`src/rtl/vec_ram_wr_arbiter_pkg.sv`:
```
// Shared vector-register types: lane/vector typedefs, lane count, client ids
// and the write-sequencer state encoding.
package vec_ram_wr_arbiter_pkg;

    localparam int VEC_LANES  = 16;
    localparam int VEC_LANE_W = 8;

    typedef logic [VEC_LANE_W-1:0] vec_lane_t;
    typedef vec_lane_t [VEC_LANES-1:0] vec_t;

    typedef enum logic {
        CLIENT_ALU = 1'b0,
        CLIENT_LSU = 1'b1
    } client_id_e;

    typedef enum logic [1:0] {
        IDLE  = 2'd0,
        READ  = 2'd1,
        WRITE = 2'd2
    } wr_state_e;

endpackage

```
`src/rtl/vec_ram_wr_arbiter_if.sv`:
```
// Request bundle of the two vector write clients (ALU writeback, load unit).
interface vec_ram_wr_arbiter_if
    import vec_ram_wr_arbiter_pkg::*;
#(
    parameter int VEC_SIZE        = VEC_LANE_W,
    parameter int VEC_INDEX_WIDTH = 4
) ();

    logic [1:0]                                i_req_valid;
    logic [1:0]                                o_req_ready;
    logic [1:0][VEC_INDEX_WIDTH-1:0]           i_req_addr;
    logic [1:0][VEC_LANES-1:0][VEC_SIZE-1:0]   i_req_data;
    logic [1:0][VEC_LANES-1:0]                 i_req_mask;

    modport master (
        output i_req_valid, i_req_addr, i_req_data, i_req_mask,
        input  o_req_ready
    );

    modport slave (
        input  i_req_valid, i_req_addr, i_req_data, i_req_mask,
        output o_req_ready
    );

endinterface

```
`src/rtl/vec_ram_wr_arbiter_rr_arb2.sv`:
```
// Two-way round-robin grant; the last-grant pointer moves only when a grant
// is issued, and a grant always means the request is accepted.
module vec_rr_arb2 (
    input  logic       i_clk,
    input  logic       i_rst_n,
    input  logic [1:0] i_valid,
    input  logic       i_enable,
    output logic [1:0] o_grant
);

    logic       last_q;
    logic       last_d;
    logic [1:0] grant;

    always_comb begin
        grant = i_valid;
        if (i_valid == 2'b11) begin
            grant = last_q ? 2'b01 : 2'b10;
        end
        if (!i_enable) begin
            grant = 2'b00;
        end
    end

    always_comb begin
        last_d = last_q;
        if (grant[1]) begin
            last_d = 1'b1;
        end else if (grant[0]) begin
            last_d = 1'b0;
        end
    end

    // Pointer starts at client 1 so client 0 wins the first conflict.
    always_ff @(posedge i_clk or negedge i_rst_n) begin
        if (!i_rst_n) begin
            last_q <= 1'b1;
        end else begin
            last_q <= last_d;
        end
    end

    assign o_grant = grant;

endmodule

```
`src/rtl/vec_ram_wr_arbiter.sv`:
```
// Vector RAM write-port arbiter: round-robin between two clients, full-mask
// writes go straight out, partial masks do a read-modify-write over port B.
module vec_ram_wr_arbiter
    import vec_ram_wr_arbiter_pkg::*;
#(
    parameter int VEC_SIZE        = VEC_LANE_W,
    parameter int VEC_INDEX_WIDTH = 4
) (
    input  logic                               i_clk,
    input  logic                               i_rst_n,
    vec_ram_wr_arbiter_if.slave                req_if,
    output logic                               o_ram_write_enable,
    output logic [VEC_INDEX_WIDTH-1:0]         o_ram_write_addr,
    output logic [VEC_LANES-1:0][VEC_SIZE-1:0] o_ram_write_data,
    output logic [VEC_INDEX_WIDTH-1:0]         o_ram_read_addr_b,
    input  logic [VEC_LANES-1:0][VEC_SIZE-1:0] i_ram_read_data_b,
    output logic                               o_busy,
    output logic [1:0]                         o_done
);

    wr_state_e                          state_q, state_d;
    client_id_e                         id_q, id_d;
    logic [VEC_INDEX_WIDTH-1:0]         addr_q, addr_d;
    logic [VEC_LANES-1:0][VEC_SIZE-1:0] data_q, data_d;
    logic [VEC_LANES-1:0]               mask_q, mask_d;
    logic                               we_q, we_d;
    logic [VEC_INDEX_WIDTH-1:0]         waddr_q, waddr_d;
    logic [VEC_LANES-1:0][VEC_SIZE-1:0] wdata_q, wdata_d;
    logic [VEC_INDEX_WIDTH-1:0]         raddr_q, raddr_d;
    logic [1:0]                         done_q, done_d;

    logic [1:0]                         grant;
    logic                               accept;
    client_id_e                         acc_id;
    logic [VEC_INDEX_WIDTH-1:0]         acc_addr;
    logic [VEC_LANES-1:0][VEC_SIZE-1:0] acc_data;
    logic [VEC_LANES-1:0]               acc_mask;
    logic [VEC_LANES-1:0][VEC_SIZE-1:0] merged;

    // Ready is forced low under reset and while the RMW read is in flight.
    vec_rr_arb2 u_arb (
        .i_clk    (i_clk),
        .i_rst_n  (i_rst_n),
        .i_valid  (req_if.i_req_valid),
        .i_enable (i_rst_n && (state_q != READ)),
        .o_grant  (grant)
    );

    assign req_if.o_req_ready = grant;
    assign accept   = |grant;
    assign acc_id   = client_id_e'(grant[1]);
    assign acc_addr = req_if.i_req_addr[grant[1]];
    assign acc_data = req_if.i_req_data[grant[1]];
    assign acc_mask = req_if.i_req_mask[grant[1]];

    for (genvar gi = 0; gi < VEC_LANES; gi++) begin : g_merge
        assign merged[gi] = mask_q[gi] ? data_q[gi] : i_ram_read_data_b[gi];
    end

    always_comb begin
        state_d = state_q;
        id_d    = id_q;
        addr_d  = addr_q;
        data_d  = data_q;
        mask_d  = mask_q;
        we_d    = 1'b0;
        waddr_d = waddr_q;
        wdata_d = wdata_q;
        raddr_d = raddr_q;
        done_d  = 2'b00;
        if (state_q == READ) begin
            state_d      = WRITE;
            we_d         = 1'b1;
            waddr_d      = addr_q;
            wdata_d      = merged;
            done_d[id_q] = 1'b1;
        end else begin
            state_d = IDLE;
            if (accept) begin
                id_d   = acc_id;
                addr_d = acc_addr;
                data_d = acc_data;
                mask_d = acc_mask;
                if (acc_mask == '1) begin
                    state_d        = WRITE;
                    we_d           = 1'b1;
                    waddr_d        = acc_addr;
                    wdata_d        = acc_data;
                    done_d[acc_id] = 1'b1;
                end else if (acc_mask == '0) begin
                    done_d[acc_id] = 1'b1;
                end else begin
                    // Port B address is launched with the READ cycle itself.
                    state_d = READ;
                    raddr_d = acc_addr;
                end
            end
        end
    end

    always_ff @(posedge i_clk or negedge i_rst_n) begin
        if (!i_rst_n) begin
            state_q <= IDLE;
            id_q    <= CLIENT_ALU;
            addr_q  <= '0;
            data_q  <= '0;
            mask_q  <= '0;
            we_q    <= 1'b0;
            waddr_q <= '0;
            wdata_q <= '0;
            raddr_q <= '0;
            done_q  <= 2'b00;
        end else begin
            state_q <= state_d;
            id_q    <= id_d;
            addr_q  <= addr_d;
            data_q  <= data_d;
            mask_q  <= mask_d;
            we_q    <= we_d;
            waddr_q <= waddr_d;
            wdata_q <= wdata_d;
            raddr_q <= raddr_d;
            done_q  <= done_d;
        end
    end

    assign o_ram_write_enable = we_q;
    assign o_ram_write_addr   = waddr_q;
    assign o_ram_write_data   = wdata_q;
    assign o_ram_read_addr_b  = raddr_q;
    assign o_done             = done_q;
    assign o_busy             = (state_q != IDLE) || accept;

endmodule
```
`src/flat_wrapper.sv`:
```
// flat-port wrapper written by rule: the top's interface ports become plain ports
module vec_ram_wr_arbiter_flat import vec_ram_wr_arbiter_pkg::*;
#(
    parameter int VEC_SIZE        = VEC_LANE_W,
    parameter int VEC_INDEX_WIDTH = 4
)
  (i_clk, i_rst_n, o_ram_write_enable, o_ram_write_addr, o_ram_write_data, o_ram_read_addr_b, i_ram_read_data_b, o_busy, o_done, req_if_i_req_valid, req_if_i_req_addr, req_if_i_req_data, req_if_i_req_mask, req_if_o_req_ready);
  vec_ram_wr_arbiter_if #(.VEC_SIZE(VEC_SIZE), .VEC_INDEX_WIDTH(VEC_INDEX_WIDTH)) req_if_i ();
  input  logic i_clk;
  input  logic i_rst_n;
  output logic o_ram_write_enable;
  output logic [VEC_INDEX_WIDTH-1:0] o_ram_write_addr;
  output logic [VEC_LANES-1:0][VEC_SIZE-1:0] o_ram_write_data;
  output logic [VEC_INDEX_WIDTH-1:0] o_ram_read_addr_b;
  input  logic [VEC_LANES-1:0][VEC_SIZE-1:0] i_ram_read_data_b;
  output logic o_busy;
  output logic [1:0] o_done;
  input wire logic [$bits(req_if_i.i_req_valid)-1:0] req_if_i_req_valid;
  input wire logic [$bits(req_if_i.i_req_addr)-1:0] req_if_i_req_addr;
  input wire logic [$bits(req_if_i.i_req_data)-1:0] req_if_i_req_data;
  input wire logic [$bits(req_if_i.i_req_mask)-1:0] req_if_i_req_mask;
  output wire logic [$bits(req_if_i.o_req_ready)-1:0] req_if_o_req_ready;
  assign req_if_i.i_req_valid = req_if_i_req_valid;
  assign req_if_i.i_req_addr = req_if_i_req_addr;
  assign req_if_i.i_req_data = req_if_i_req_data;
  assign req_if_i.i_req_mask = req_if_i_req_mask;
  assign req_if_o_req_ready = req_if_i.o_req_ready;
  vec_ram_wr_arbiter #(.VEC_SIZE(VEC_SIZE), .VEC_INDEX_WIDTH(VEC_INDEX_WIDTH)) u_core (.i_clk(i_clk), .i_rst_n(i_rst_n), .req_if(req_if_i), .o_ram_write_enable(o_ram_write_enable), .o_ram_write_addr(o_ram_write_addr), .o_ram_write_data(o_ram_write_data), .o_ram_read_addr_b(o_ram_read_addr_b), .i_ram_read_data_b(i_ram_read_data_b), .o_busy(o_busy), .o_done(o_done));
endmodule
```
`config.mk`:
```
export PLATFORM = sky130hd
export DESIGN_NAME = vec_ram_wr_arbiter_flat
export DESIGN_NICKNAME = d
export VERILOG_FILES = /design/src/rtl/vec_ram_wr_arbiter_pkg.sv /design/src/rtl/vec_ram_wr_arbiter_if.sv /design/src/rtl/vec_ram_wr_arbiter_rr_arb2.sv /design/src/rtl/vec_ram_wr_arbiter.sv /design/src/flat_wrapper.sv
export SDC_FILE = /design/constraint.sdc
export NUM_CORES = 1
export LEC_CHECK = 0
export CORE_AREA = 3 3 217 219
export DETAILED_ROUTE_END_ITERATION = 8
export DIE_AREA = 0 0 220 222
export MAX_ROUTING_LAYER = met4
export PLACE_DENSITY_LB_ADDON = 0.25
export SLEW_MARGIN = 20
export SYNTH_ARGS = -nofsm -noshare
export SYNTH_HDL_FRONTEND = slang
export SYNTH_SLANG_ARGS = --single-unit
```
`constraint.sdc`:
```
create_clock -name i_clk -period 2.5 [get_ports i_clk]
set_clock_uncertainty 0.2 [all_clocks]
set_input_delay 0.5 -clock i_clk [delete_from_list [all_inputs] [get_ports i_clk]]
set_output_delay 0.5 -clock i_clk [all_outputs]
set_load 0.03 [all_outputs]
```
==> results of run 1 <==
-- stage by stage --
stage	setup slack [ns]	total power, uW	utilization (%)
finish	-0.104	23900	52.9
floorplan	0.0150	13500	-
global placement	-0.543	18300	49.7
global route	-0.176	25200	52.9
CTS	-0.137	24100	52.6
detailed placement	-0.499	18600	49.7
-- registers in the layout, indices dropped and copies added (netlist names) --
| name | cells |
|---|---|
| u_core.o_ram_write_addr | 4 |
| u_core.o_ram_write_data | 128 |
| u_core.id_q | 1 |
| u_core.addr_q | 4 |
| u_core.o_done | 2 |
| u_core.u_arb.last_q | 1 |
| u_core.data_q | 128 |
| u_core.state_q | 2 |
| u_core.mask_q | 16 |
| u_core.o_ram_read_addr_b | 4 |
-- routing by layer --
metal	GRT usage (%)	vias up
met5	-	-
met4	7.81	0
met3	5.14	90
met2	39.5	400
met1	28.4	6942
li1	-	6706
-- critical path: stages, from the launching register on --
cell and delay (ns):
dfstp_2 0.54, nor2b_1 0.05, or3_4 0.33, buf_4 0.15
nand2_4 0.06, or3_1 0.11, buf_6 0.14
-- repair_timing --
action,in CTS,in global routing
setup endpoints to repair,3,43
endpoints found under the hold margin,111,0
resized for setup,8,17
hold buffers,1,0
pin swaps,2,5
gates cloned,0,2
buffers inserted,8,3
-- report_power, final --
part / total, uW / internal (uW) / switching [uW]
combinational: 10300 / 4860 / 5450
clock: 5340 / 3300 / 2040
sequential: 8260 / 6650 / 1610
total: 23900 / 14800 / 9090
-- cell type report --
type	count	area, um2
Multi-Input combinational cell	1072	7410
Fill cell	4059	21300
Clock inverter	8	118
Sequential cell	290	7260
Tap cell	600	751
Antenna cell	7	17.5
Clock buffer	53	1090
Timing Repair Buffer	733	7300
Inverter	3	18.8
-- cells by family (layout without fill, tap and decap cells) --
kind of cell | after synthesis | count (layout) | share of synthesized area (%)
AOI/OAI and AO/OA | 408 | 408 | 16.3
buffers and inverters | 120 | 797 | 3.95
DFF | 290 | 290 | 47.8
muxes | 285 | 285 | 19.9
other | 0 | 7 | 0
and+or+nand+nor | 378 | 379 | 12.0
-- cells in the final DEF (no fill, tap or decap), types with 2 or more instances in the layout --
cell type	n
nand2_1	148
mux2i_2	4
buf_6	9
clkdlybuf4s50_1	563
clkbuf_8	10
o21ai_0	79
a21oi_1	132
nor2_1	74
nand2_4	2
dlygate4sd2_1	2
dfrtp_1	288
nor4_1	7
buf_8	2
nor4_2	3
clkbuf_1	6
buf_12	25
and3b_1	3
clkbuf_16	38
mux2i_1	144
a31oi_1	64
clkinv_2	4
mux2_1	42
mux2_2	95
diode_2	7
a211oi_1	125
nand4_1	9
a221oi_1	3
bufinv_16	3
buf_4	130
nor2b_1	126
-- path summary, 6_finish.rpt --
check | slack, ns | cells after the start | end | startpoint
max in group asynchronous | 0.67 | 3 | u_core.data_q[73]$_DFFE_PN0P_ | i_rst_n
min reg2reg | 0.28 | 1 | u_core.o_ram_write_data[37]$_DFFE_PN0P_ | u_core.o_ram_write_data[37]$_DFFE_PN0P_
max reg2reg | 0.03 | 10 | u_core.o_ram_write_data[28]$_DFFE_PN0P_ | u_core.u_arb.last_q$_DFFE_PN1N_
max | -0.10 | 6 | o_busy | u_core.u_arb.last_q$_DFFE_PN1N_
min in group asynchronous | 0.22 | 2 | u_core.o_ram_read_addr_b[3]$_DFFE_PN0P_ | i_rst_n
min | 0.14 | 4 | u_core.u_arb.last_q$_DFFE_PN1N_ | i_rst_n
==> summary.md, run 1 <==
| Metric | Value |
|---|---|
| Layout Nets | `2563` |
| Crit path launch type | `register` |
| Synth area leaders | `dfrtp_1, mux2i_1, mux2_2` |
| Sequential area share after synthesis | `47.8%` |
| Root Driver | `clkbuf_16` |
| Synth top area share | `47.6%` |
| Finish-stage setup viols | `3` |
| H-tree lvl count | `2` |
| Commonest cells in the netlist | `dfrtp_1, nand2_1, mux2i_1, a21oi_1, nor2b_1` |
| Worst relative slew slack | `40.0%` |
| Synth async-reset ratio | `100%` |
| Post-Route WL | `58300 um` |
| Post-synth EDFFs | `0` |
| Die footprint | `48800 um2` |
| Tcrit/Tclk final | `104%` |
| Layout cells sized above 1 | `15.6%` |
| Crit Path Max Fanout | `3` |
| GPL Wtd Cong | `0.876` |
| RSZ-0062 raised after global routing | `true` |
| First-pass GRT wire length | `86800 um` |
| Worst min path class | `in -> reg` |
| Max-slew violations | `0` |
| Post-synthesis register bit count | `290` |
| Avg Inst Size Synth | `10.3 um2` |
| Initial antenna violation count | `6` |
| Achievable clock frequency | `384 MHz` |
| Synth warn | `0` |
| Die Y | `222 um` |
| Avg WL per Cell | `21.1 um` |
| Setup TNS | `-0.187 ns` |
| Via count | `14100` |
| Routed length on met3 | `3640 um` |
| Area Growth Syn to Fin | `57.7%` |
| Syn Std Cell Area | `15200 um2` |
| Total track usage | `23.6%` |
| Site row count | `78` |
| Final worst slack | `-0.104 ns` |
| Finished Layout Cells | `2766` |
| Num CTS Buffers | `35` |
| CP Capture Type | `output port` |
| Pwr Density | `998 nW/um2` |
| Drt first pass iters | `5` |
| Metal2 WL | `29100 um` |
| Worst path arrival time | `1.90 ns` |
| Hpwl dp | `43400 um` |
| Clock Sinks | `290` |
| Failing checks | `negative setup slack` |
| M1 WL | `24000 um` |
| Post-route ant nets | `0` |
| Worst Tran Pin Value | `0.900 ns` |
| Hold slack | `0.138 ns` |
| Worst-Skew Late Latency | `0.53 ns` |
| Outcome | `finished with violations` |
| Hold Violations, Final | `0` |
| Most used DFF post-synth | `dfrtp_1` |
| Placed cells | `2686` |
| Gr ovfl total | `0` |
| Critical path class | `reg -> out` |
| Vias per cell | `5.11` |
| Clock Tree Buf Depth | `3` |
| Worst Path Required | `1.80 ns` |
| Final instance area | `24000 um2` |
| IR drop worst, VDD | `0.520 mV` |
| Largest net degree at the start of global routing | `150` |
| Synth unique cells | `36` |
| DRT iter0 DRCs | `764` |
| Final min period | `2.60 ns` |
| Drt drc | `0` |
| Most used standard cell by instance count after synthesis | `dfrtp_1` |
| CTS tree | `yes` |
| Clk pin slew, worst setup/hold paths | `0.06 ns` |
| Area leader, netlist | `dfrtp_1` |
| Core Footprint | `45300 um2` |
| Top Ports | `570` |
| Max Cap Violations | `0` |
| Uppermost routed layer | `met4` |
| Port Buf Inserts | `569` |
| Die width | `220 um` |
| Placement Cell Area | `22500 um2` |
| Initial Util | `33.5%` |
| Vias in the first global route | `14600` |
| Synthesized instance count | `1481` |
| Syn_nets | `1909` |
| Leak | `0.0103 uW` |
(Power assumes the default switching activity.)
==> inputs of run 2 (changes only) <==
Settings changed: ABC_CLOCK_PERIOD_IN_PS set to 2500.
==> results of run 2 <==
Final layout, timing and power as in run 1 (identical DEF).
==> inputs of run 3 (changes only) <==
Settings changed: ABC_AREA set to 1, CORE_AREA 3 3 217 219 to 3 3 219 221, DIE_AREA 0 0 220 222 to 0 0 222 224, DONT_BUFFER_PORTS set to 1.
==> run 3 against run 2 <==
The flow finishes with violations (negative hold slack, negative setup slack). Clock power is 1% higher. Synthesized cell count is 25% higher. Global-route usage is 0.41 points higher. Routed wire length is 10% higher. Design area is 15% lower. Hold slack worse by 0.67 ns. Utilization is 9.0 points lower. Register-to-register slack worse by 0.09 ns.
==> summary.md, run 3 <==
| Metric | Value |
|---|---|
| Hpwl dp | `42200 um` |
| Post-synth EDFFs | `0` |
| Synth async-reset ratio | `100%` |
| Die Y | `224 um` |
| Worst Path Required | `2.71 ns` |
| GPL Wtd Cong | `0.925` |
| Worst path arrival time | `2.77 ns` |
| CTS tree | `yes` |
| Critical path's largest stage delay | `0.37 ns` |
| Achievable clock frequency | `390 MHz` |
| Worst min path class | `in -> async` |
| CP Cell Sequence | `nand2_2, nand2_4, buf_12, nor2_8, buf_12, nand2_4, nand2_2, inv_2, nor2_1, nand2_1, nor2_4, nand3_4, buf_12, clkbuf_16, nand3_1, nand2_1` |
| Hold slack | `-0.535 ns` |
| Post-synthesis register bit count | `290` |
| Worst path buffer plus inverter count | `5` |
| Vias per cell | `5.65` |
| Commonest cells in the netlist | `nand2_1, o21ai_0, dfrtp_1, nand3_1, nor2_1` |
| Synthesized instance count | `1856` |
| Final Util | `43.9%` |
| GRT met3 Usage | `6.00%` |
| Final min period | `2.56 ns` |
| Sequential power share | `46.0%` |
| Synth warn | `0` |
| Port Buf Inserts | `0` |
| Clock Tree Buf Depth | `3` |
| Drt drc | `0` |
| Commonest non-fill, non-tap cell in the layout | `nand2_1` |
| Root Driver | `clkbuf_16` |
| Layout cells sized above 1 | `19.0%` |
| Critical Path Most Common Cell | `buf_12` |
| Worst Tran Pin Value | `0.624 ns` |
| Total internal power | `12500 uW` |
| Post-cts hold buffer count | `88` |
| Drt first pass iters | `5` |
| Total track usage | `24.1%` |
| Outcome | `finished with violations` |
| DRT iter0 DRCs | `1164` |
| Levels on crit path | `16` |
| Num CTS Buffers | `36` |
| Post-route ant nets | `0` |
| Vias in the first global route | `14100` |
| CP Capture Type | `register` |
| Crit path launch type | `register` |
| M2 GR Usage | `40.5%` |
| Layout Nets | `2423` |
| Via count | `14900` |
| Final worst slack | `-0.0609 ns` |
| Synth area leaders | `dfrtp_1, o21ai_0, nand2_1` |
| Most used DFF post-synth | `dfrtp_1` |
| Avg Inst Size Synth | `8.23 um2` |
| Comb pwr share | `29.4%` |
| Syn Std Cell Area | `15300 um2` |
| Worst Reg-to-Reg Cells | `16` |
| Placed cells | `2428` |
| Synth top area share | `47.3%` |
| Finished Layout Cells | `2640` |
| Syn_nets | `2284` |
| Top Ports | `570` |
| Clk pin slew, worst setup/hold paths | `0.06 ns` |
| Post-Route WL | `64300 um` |
| Clock Sinks | `290` |
| Initial Util | `33.0%` |
| Area Growth Syn to Fin | `33.1%` |
| Avg WL per Cell | `24.3 um` |
| Die width | `222 um` |
| Pwr Density | `1080 nW/um2` |
| RSZ-0062 raised after global routing | `true` |
| Clock Power Share | `24.7%` |
| Worst relative slew slack | `58.4%` |
| Most frequent cells in the layout | `nand2_1, o21ai_0, dfrtp_1` |
| Leak | `0.00910 uW` |
| Core Footprint | `46400 um2` |
| Most used standard cell by instance count after synthesis | `nand2_1` |
| Failing checks | `negative hold slack, negative setup slack` |
| R2R setup slack | `-0.06 ns` |
| Crit path max-delay family | `simple AND/OR/NAND/NOR gates` |
| Switching power | `9410 uW` |
| Max-slew violations | `0` |
| Finish-stage setup viols | `106` |
| Sequential area share after synthesis | `47.5%` |
| Crit Path Max Fanout | `11` |
| Worst-Skew Late Latency | `0.54 ns` |
| Most used routing layer | `met2` |
| Critical path class | `reg -> reg` |
| Max Cap Violations | `0` |
| Initial antenna violation count | `12` |
| Area leader, netlist | `dfrtp_1` |
| Switching share of total power | `43.0%` |
| Site row count | `79` |
| IR drop worst, VDD | `0.576 mV` |
| Synth unique cells | `28` |
| Hold Violations, Final | `290` |
| H-tree lvl count | `2` |
| Gr ovfl total | `0` |
| Worst r2r src | `u_core.u_arb.last_q$_DFFE_PN1N_` |
| Met1 global-route usage | `28.9%` |
| Slowest-stage cell, CP | `dfstp_2` |
| First-pass GRT wire length | `90000 um` |
| Largest net degree at the start of global routing | `293` |
| Die footprint | `49700 um2` |
| Worst r2r dst | `u_core.o_ram_write_data[124]$_DFFE_PN0P_` |
| Tcrit/Tclk final | `102%` |
==> run 3: cell types whose count changed after synthesis, moves of 74 or more <==
cell      before  now
a211oi_1     125    0
nor2b_1      127    0
nor2_1        74  148
o21ai_0       79  292
a21oi_1      132    0
o22ai_1        1  128
mux2_2        95    0
nand3_1        0  267
nand2_1      149  372
==> run 3: layer usage <==
layer  part of all wire (%)  vias to the layer above
met2                     49                      759
met4                    3.0                        0
li1                       -                     6729
met5                      0                        -
met3                    8.1                      111
met1                     40                     7321
==> run 3: worst max-delay path by stage <==
stage / startpoint / to
after global routing: u_core.u_arb.last_q$_DFFE_PN1N_ / u_core.o_ram_write_data[22]$_DFFE_PN0P_
after global placement: req_if_i_req_valid[0] / u_core.o_ram_write_data[68]$_DFFE_PN0P_
after floorplan: u_core.state_q[1]$_DFF_PN0_ / req_if_o_req_ready[1]
after CTS: u_core.state_q[0]$_DFF_PN0_ / o_busy
after detailed placement: u_core.u_arb.last_q$_DFFE_PN1N_ / u_core.o_ram_write_data[60]$_DFFE_PN0P_
final: u_core.u_arb.last_q$_DFFE_PN1N_ / u_core.o_ram_write_data[124]$_DFFE_PN0P_
==> run 3: final cells by class <==
cell class / instances / area (um2)
Inverter: 48 / 180
Fill cell: 4518 / 26000
Tap cell: 607 / 759
Antenna cell: 12 / 30.0
Timing Repair Buffer: 257 / 3140
Multi-Input combinational cell: 1362 / 7750
Sequential cell: 290 / 7260
Clock inverter: 7 / 115
Clock buffer: 57 / 1100
==> run 3: metrics by stage <==
step                      area, um2  total power, uW  setup TNS [ns]  worst slack [ns]  hold slack (ns)
after floorplan               15300            13200               0           0.00802          0.00441
after global placement        16600            15400          -15.13            -0.175           0.0114
after detailed placement      16600            15500          -14.79            -0.172           0.0110
after CTS                     19100            21400           -6.13           -0.0887           -0.570
after global routing          20300            23100          -23.79            -0.218           -0.564
final                         20300            21900           -2.99           -0.0609           -0.535
==> run 3: cell families (layout without fill, tap and decap cells) <==
| kind of cell | Yosys count | count (layout) | share of synthesized area [%] |
|---|---|---|---|
| and+or+nand+nor | 804 | 804 | 22.4 |
| AOI/OAI and AO/OA | 430 | 430 | 15.2 |
| other | 0 | 12 | 0 |
| muxes | 128 | 128 | 8.39 |
| buffers and inverters | 204 | 369 | 6.55 |
| DFF | 290 | 290 | 47.5 |
==> run 3: power groups by stage <==
stage / registers, uW / clock network (uW) / logic (uW)
CTS: 10000 / 5550 / 5760
detailed placement: 10100 / 0 / 5390
global route: 10200 / 5750 / 7140
finish: 10100 / 5400 / 6430
floorplan: 9270 / 0 / 3910
global placement: 10100 / 0 / 5290
==> run 3: timing repair <==
item / in CTS / in global routing
pin swaps: 12 / 73
gates resized for setup: 28 / 167
cloned: 7 / 17
endpoints found under the setup margin: 140 / 174
hold endpoints to repair: 338 / 290
setup buffers: 11 / 13
==> RTL edit 1 (settings of run 1) <==
Take the reset off `data_q` and load it in a clocked block of its own.
--- a/src/rtl/vec_ram_wr_arbiter.sv
+++ b/src/rtl/vec_ram_wr_arbiter.sv
@@ -103,7 +103,6 @@
             state_q <= IDLE;
             id_q    <= CLIENT_ALU;
             addr_q  <= '0;
-            data_q  <= '0;
             mask_q  <= '0;
             we_q    <= 1'b0;
             waddr_q <= '0;
@@ -114,7 +113,6 @@
             state_q <= state_d;
             id_q    <= id_d;
             addr_q  <= addr_d;
-            data_q  <= data_d;
             mask_q  <= mask_d;
             we_q    <= we_d;
             waddr_q <= waddr_d;
@@ -122,6 +120,10 @@
             raddr_q <= raddr_d;
             done_q  <= done_d;
         end
+    end
+
+    always_ff @(posedge i_clk) begin
+        data_q <= data_d;
     end
 
     assign o_ram_write_enable = we_q;
Function: not settled (the Yosys comparison gave no result); the edit may change what the design does.
==> RTL edit 1 against run 1 <==
The run ends with negative hold slack, negative setup slack left; power decreased by 5.1%; largest cell class is now sequential cells; area after synthesis down 2.3%; cell area shrank 3.5%; first-iteration DRC count decreased by 21%; routed wire length fell by 13%; sequential cell count is the same; setup slack worse by 0.13 ns; global-route usage shrank 3.0 points; critical path depth grew 2; largest power group unchanged; via count decreased by 17%.
==> RTL edit 1: results <==
metrics = {
    "critical_path": {
        "crit_start": "req_if_i_req_valid[1]",
        "critPathMaxFanout": 2,
        "critPathMaxStageDelay_ns": 0.46,
        "cp_top_family": "buffers and inverters",
        "cp_slowest_cell": "clkdlybuf4s50_1",
        "r2r_start": "u_core.state_q[1]",
        "arrival_ns": 2.03,
    },
    "sta": {
        "final_hold_viol_count": 1,
        "worst_slew_pin_slew_ns": 0.799,
        "setup_viol": 2,
        "holdWs_ns": -0.00411,
        "tns_ns": -0.327,
        "worst_slack_ns": -0.235,
    },
    "final_layout": {
        "num-nonclk-inverters": 4,
        "multi_input_area_share_pct": 28.0,
        "drive_above_1_share_pct": 24.8,
        "seq_area_mm2": 0.00790,
        "n_all_buffers": 671,
        "flops_and_latches": 290,
        "clk_share_pct": 5.04,
        "area_share_nonclk_buffers_pct": 29.3,
    },
    "global_routing": {
        "grt_pass1_wl_mm": 74.3,
        "antenna_found_initial": 10,
        "grt_util_met3_pct": 6.35,
        "grt_usage_pct": 20.6,
        "grt_max_degree": 128,
        "met1_usage_pct": 23.6,
        "grt_use_met2_pct": 35.0,
    },
    "yosys": {
        "ys_top_cells_by_area": "dfrtp_1 27%, edfxtp_1 26%, a221oi_2 13%, mux2_2 11%, mux2i_1 10%",
        "syn_inst": 1146,
        "synth-compound-area-share_pct": 14.0,
        "syn-num-nets": 1574,
    },
    "route": {
        "route.met3.wl_mm": 4.12,
        "num_vias": 11700,
        "routedWlPerCell_um": 21.2,
        "drt_first_pass_iters": 4,
    },
    "placement": {
        "dpl_cell_area_mm2": 0.0217,
        "place.gp.congestion": 0.823,
    },
    "run_status": {
        "violations": "negative hold slack, negative setup slack",
        "status": "finished, violations left",
    },
    "clock_network": {
        "cts_setup_buffers": 3,
        "ctsResizeCount": 10,
    },
    "min_path": {
        "min_path_type": "in2async",
    },
    "power": {
        "seqPwrFrac_pct": 34.4,
        "p_comb_mw": 9.72,
        "netSwitchingPower_mw": 8.29,
    },
}
==> RTL edit 1: changes by cell type after synthesis, moves of 126 or more <==
cell,before,now
nor2_1,74,225
a21oi_1,132,4
a221oi_2,0,128
dfrtp_1,289,161
edfxtp_1,0,128
nand2_1,149,23
==> RTL edit 1: path summary, 6_finish.rpt <==
kind,endpoint,slack [ns],cells after the start
max in group asynchronous,u_core.state_q[1],1.04,3
min,u_core.mask_q[6],-0.004,2
min reg2reg,u_core.o_ram_read_addr_b[0],0.31,1
max reg2reg,u_core.o_ram_write_data[42],0.14,7
max,o_busy,-0.23,8
min in group i_clk,u_core.u_arb.last_q,0.06,3
==> RTL edit 1: kinds of logic after synthesis <==
kind of cell	after synthesis
AO/OA/AOI/OAI	155
AND/OR/NAND/NOR	310
buffers and inverters	103
flip-flops	290
multiplexers	288
==> RTL edit 2 (config.mk and constraints of run 1) <==
Made on the original files. `VEC_INDEX_WIDTH` is set to 4 in 3 places; all go to 3.
--- a/src/rtl/vec_ram_wr_arbiter_if.sv
+++ b/src/rtl/vec_ram_wr_arbiter_if.sv
@@ -3,7 +3,7 @@
     import vec_ram_wr_arbiter_pkg::*;
 #(
     parameter int VEC_SIZE        = VEC_LANE_W,
-    parameter int VEC_INDEX_WIDTH = 4
+    parameter int VEC_INDEX_WIDTH = 3
 ) ();
 
     logic [1:0]                                i_req_valid;
--- a/src/rtl/vec_ram_wr_arbiter.sv
+++ b/src/rtl/vec_ram_wr_arbiter.sv
@@ -4,7 +4,7 @@
     import vec_ram_wr_arbiter_pkg::*;
 #(
     parameter int VEC_SIZE        = VEC_LANE_W,
-    parameter int VEC_INDEX_WIDTH = 4
+    parameter int VEC_INDEX_WIDTH = 3
 ) (
     input  logic                               i_clk,
     input  logic                               i_rst_n,
--- a/src/flat_wrapper.sv
+++ b/src/flat_wrapper.sv
@@ -2,7 +2,7 @@
 module vec_ram_wr_arbiter_flat import vec_ram_wr_arbiter_pkg::*;
 #(
     parameter int VEC_SIZE        = VEC_LANE_W,
-    parameter int VEC_INDEX_WIDTH = 4
+    parameter int VEC_INDEX_WIDTH = 3
 )
   (i_clk, i_rst_n, o_ram_write_enable, o_ram_write_addr, o_ram_write_data, o_ram_read_addr_b, i_ram_read_data_b, o_busy, o_done, req_if_i_req_valid, req_if_i_req_addr, req_if_i_req_data, req_if_i_req_mask, req_if_o_req_ready);
   vec_ram_wr_arbiter_if #(.VEC_SIZE(VEC_SIZE), .VEC_INDEX_WIDTH(VEC_INDEX_WIDTH)) req_if_i ();
Interface: changed (resized o_ram_read_addr_b, o_ram_write_addr and req_if_i_req_addr); port bits go from 570 to 566. The function was not compared with the original's and may differ.
==> RTL edit 2 against run 1 <==
The run still ends with negative setup slack left; critical endpoint unchanged; routed wire length up 5.1%; area after synthesis up 0.88%; power up 0.94%; cell area up 0.39%; setup slack worse by 0.044 ns; highest routed layer unchanged; sequential cell count down 3; clock power down 3.7%.
==> RTL edit 2: results <==
metrics = {
    "final_layout": {
        "drive_above_1_share_pct": 16.6,
        "layout.nets": 2527,
        "fill_cells": 4117,
    },
    "clock_network": {
        "cts_inserted_buffers": 36,
        "cts_setup_buffers": 7,
        "ctsResizeCount": 11,
    },
    "yosys": {
        "synth-compound-area-share_pct": 16.1,
        "synth_common_cells": "286 x dfrtp_1, 149 x nand2_1, 147 x mux2i_1",
        "synth.area.mux_share_pct": 20.9,
        "yosysUniqueCellTypes": 34,
    },
    "placement": {
        "io_buffers": 565,
        "dp_slack_ns": -0.704,
        "hpwlAfterDp_mm": 43.9,
    },
    "sta": {
        "worst_slew_pin_slew_ns": 0.879,
        "worst_slack_ns": -0.148,
        "setup_viol": 3,
        "tns_ns": -0.295,
    },
    "run_status": {
        "status": "finished, violations left",
        "violations": "negative setup slack",
    },
    "critical_path": {
        "arrival_ns": 1.95,
        "worst_r2r_path_depth": 11,
        "reg2reg_setup_slack_ns": 0.05,
        "r2r-end": "u_core.o_ram_write_data[2]",
    },
    "route": {
        "num_vias": 14173,
        "routedWlPerCell_um": 22.4,
        "vias_per_cell": 5.18,
        "drt_iter0_drc": 706,
    },
    "global_routing": {
        "grt_usage_pct": 24.2,
        "grt_pass1_wl_mm": 88.1,
        "grt_max_degree": 165,
        "grt_pass1_vias": 14582,
    },
    "min_path": {
        "worstHoldStart": "req_if_i_req_mask[26]",
    },
}
## RTL edit 2: logic make-up (layout without fill, tap and decap cells)
kind of cell / after synthesis / count (layout)
mux: 278 / 278
other cells: 0 / 11
buf+inv: 120 / 775
compound gates: 404 / 404
simple gates: 383 / 383
flops: 287 / 287
## RTL edit 2: layer usage
metal / vias to the layer above / global-route usage (%) / share of wire [%]
met1: 6922 / 29.0 / 40
li1: 6625 / - / -
met2: 517 / 38.5 / 48
met5: - / - / 0
met4: 0 / 9.53 / 3.6
met3: 109 / 6.89 / 8.8
## RTL edit 2: through the flow
step	util, %	hold slack (ns)
after floorplan	-	0.00441
after global placement	49.1	0.288
after detailed placement	49.1	0.294
after CTS	52.0	0.120
after global routing	53.1	0.135
final	53.1	0.129
## RTL edit 2: worst min path at each step
stage / to / slack, ns
after floorplan: u_core.addr_q[0] / 0.004
after global placement: u_core.u_arb.last_q / 0.29
after detailed placement: u_core.o_ram_write_data[63] / 0.29
after CTS: u_core.u_arb.last_q / 0.12
after global routing: u_core.mask_q[10] / 0.14
final: u_core.mask_q[10] / 0.13
## RTL edit 2: area by class of cell
| type | count | area, um2 | area share, % |
|---|---|---|---|
| diodes | 11 | 27.5 | 0.114 |
| clock buffers | 54 | 1070 | 4.45 |
| clock inverters | 10 | 82.6 | 0.343 |
| inverters | 3 | 23.8 | 0.0989 |
| multi-input cells | 1065 | 7630 | 31.7 |
| flip-flops and latches | 287 | 7180 | 29.9 |
| well taps | 600 | 751 | 3.12 |
| repair buffers | 708 | 7280 | 30.3 |
## RTL edit 2: report_power, final
group / switching [mW] / leakage, nW / internal [mW]
Combinational: 5.44 / 6.54 / 5.27
Clock: 2.08 / 0.574 / 3.06
Sequential: 1.69 / 3.31 / 6.58
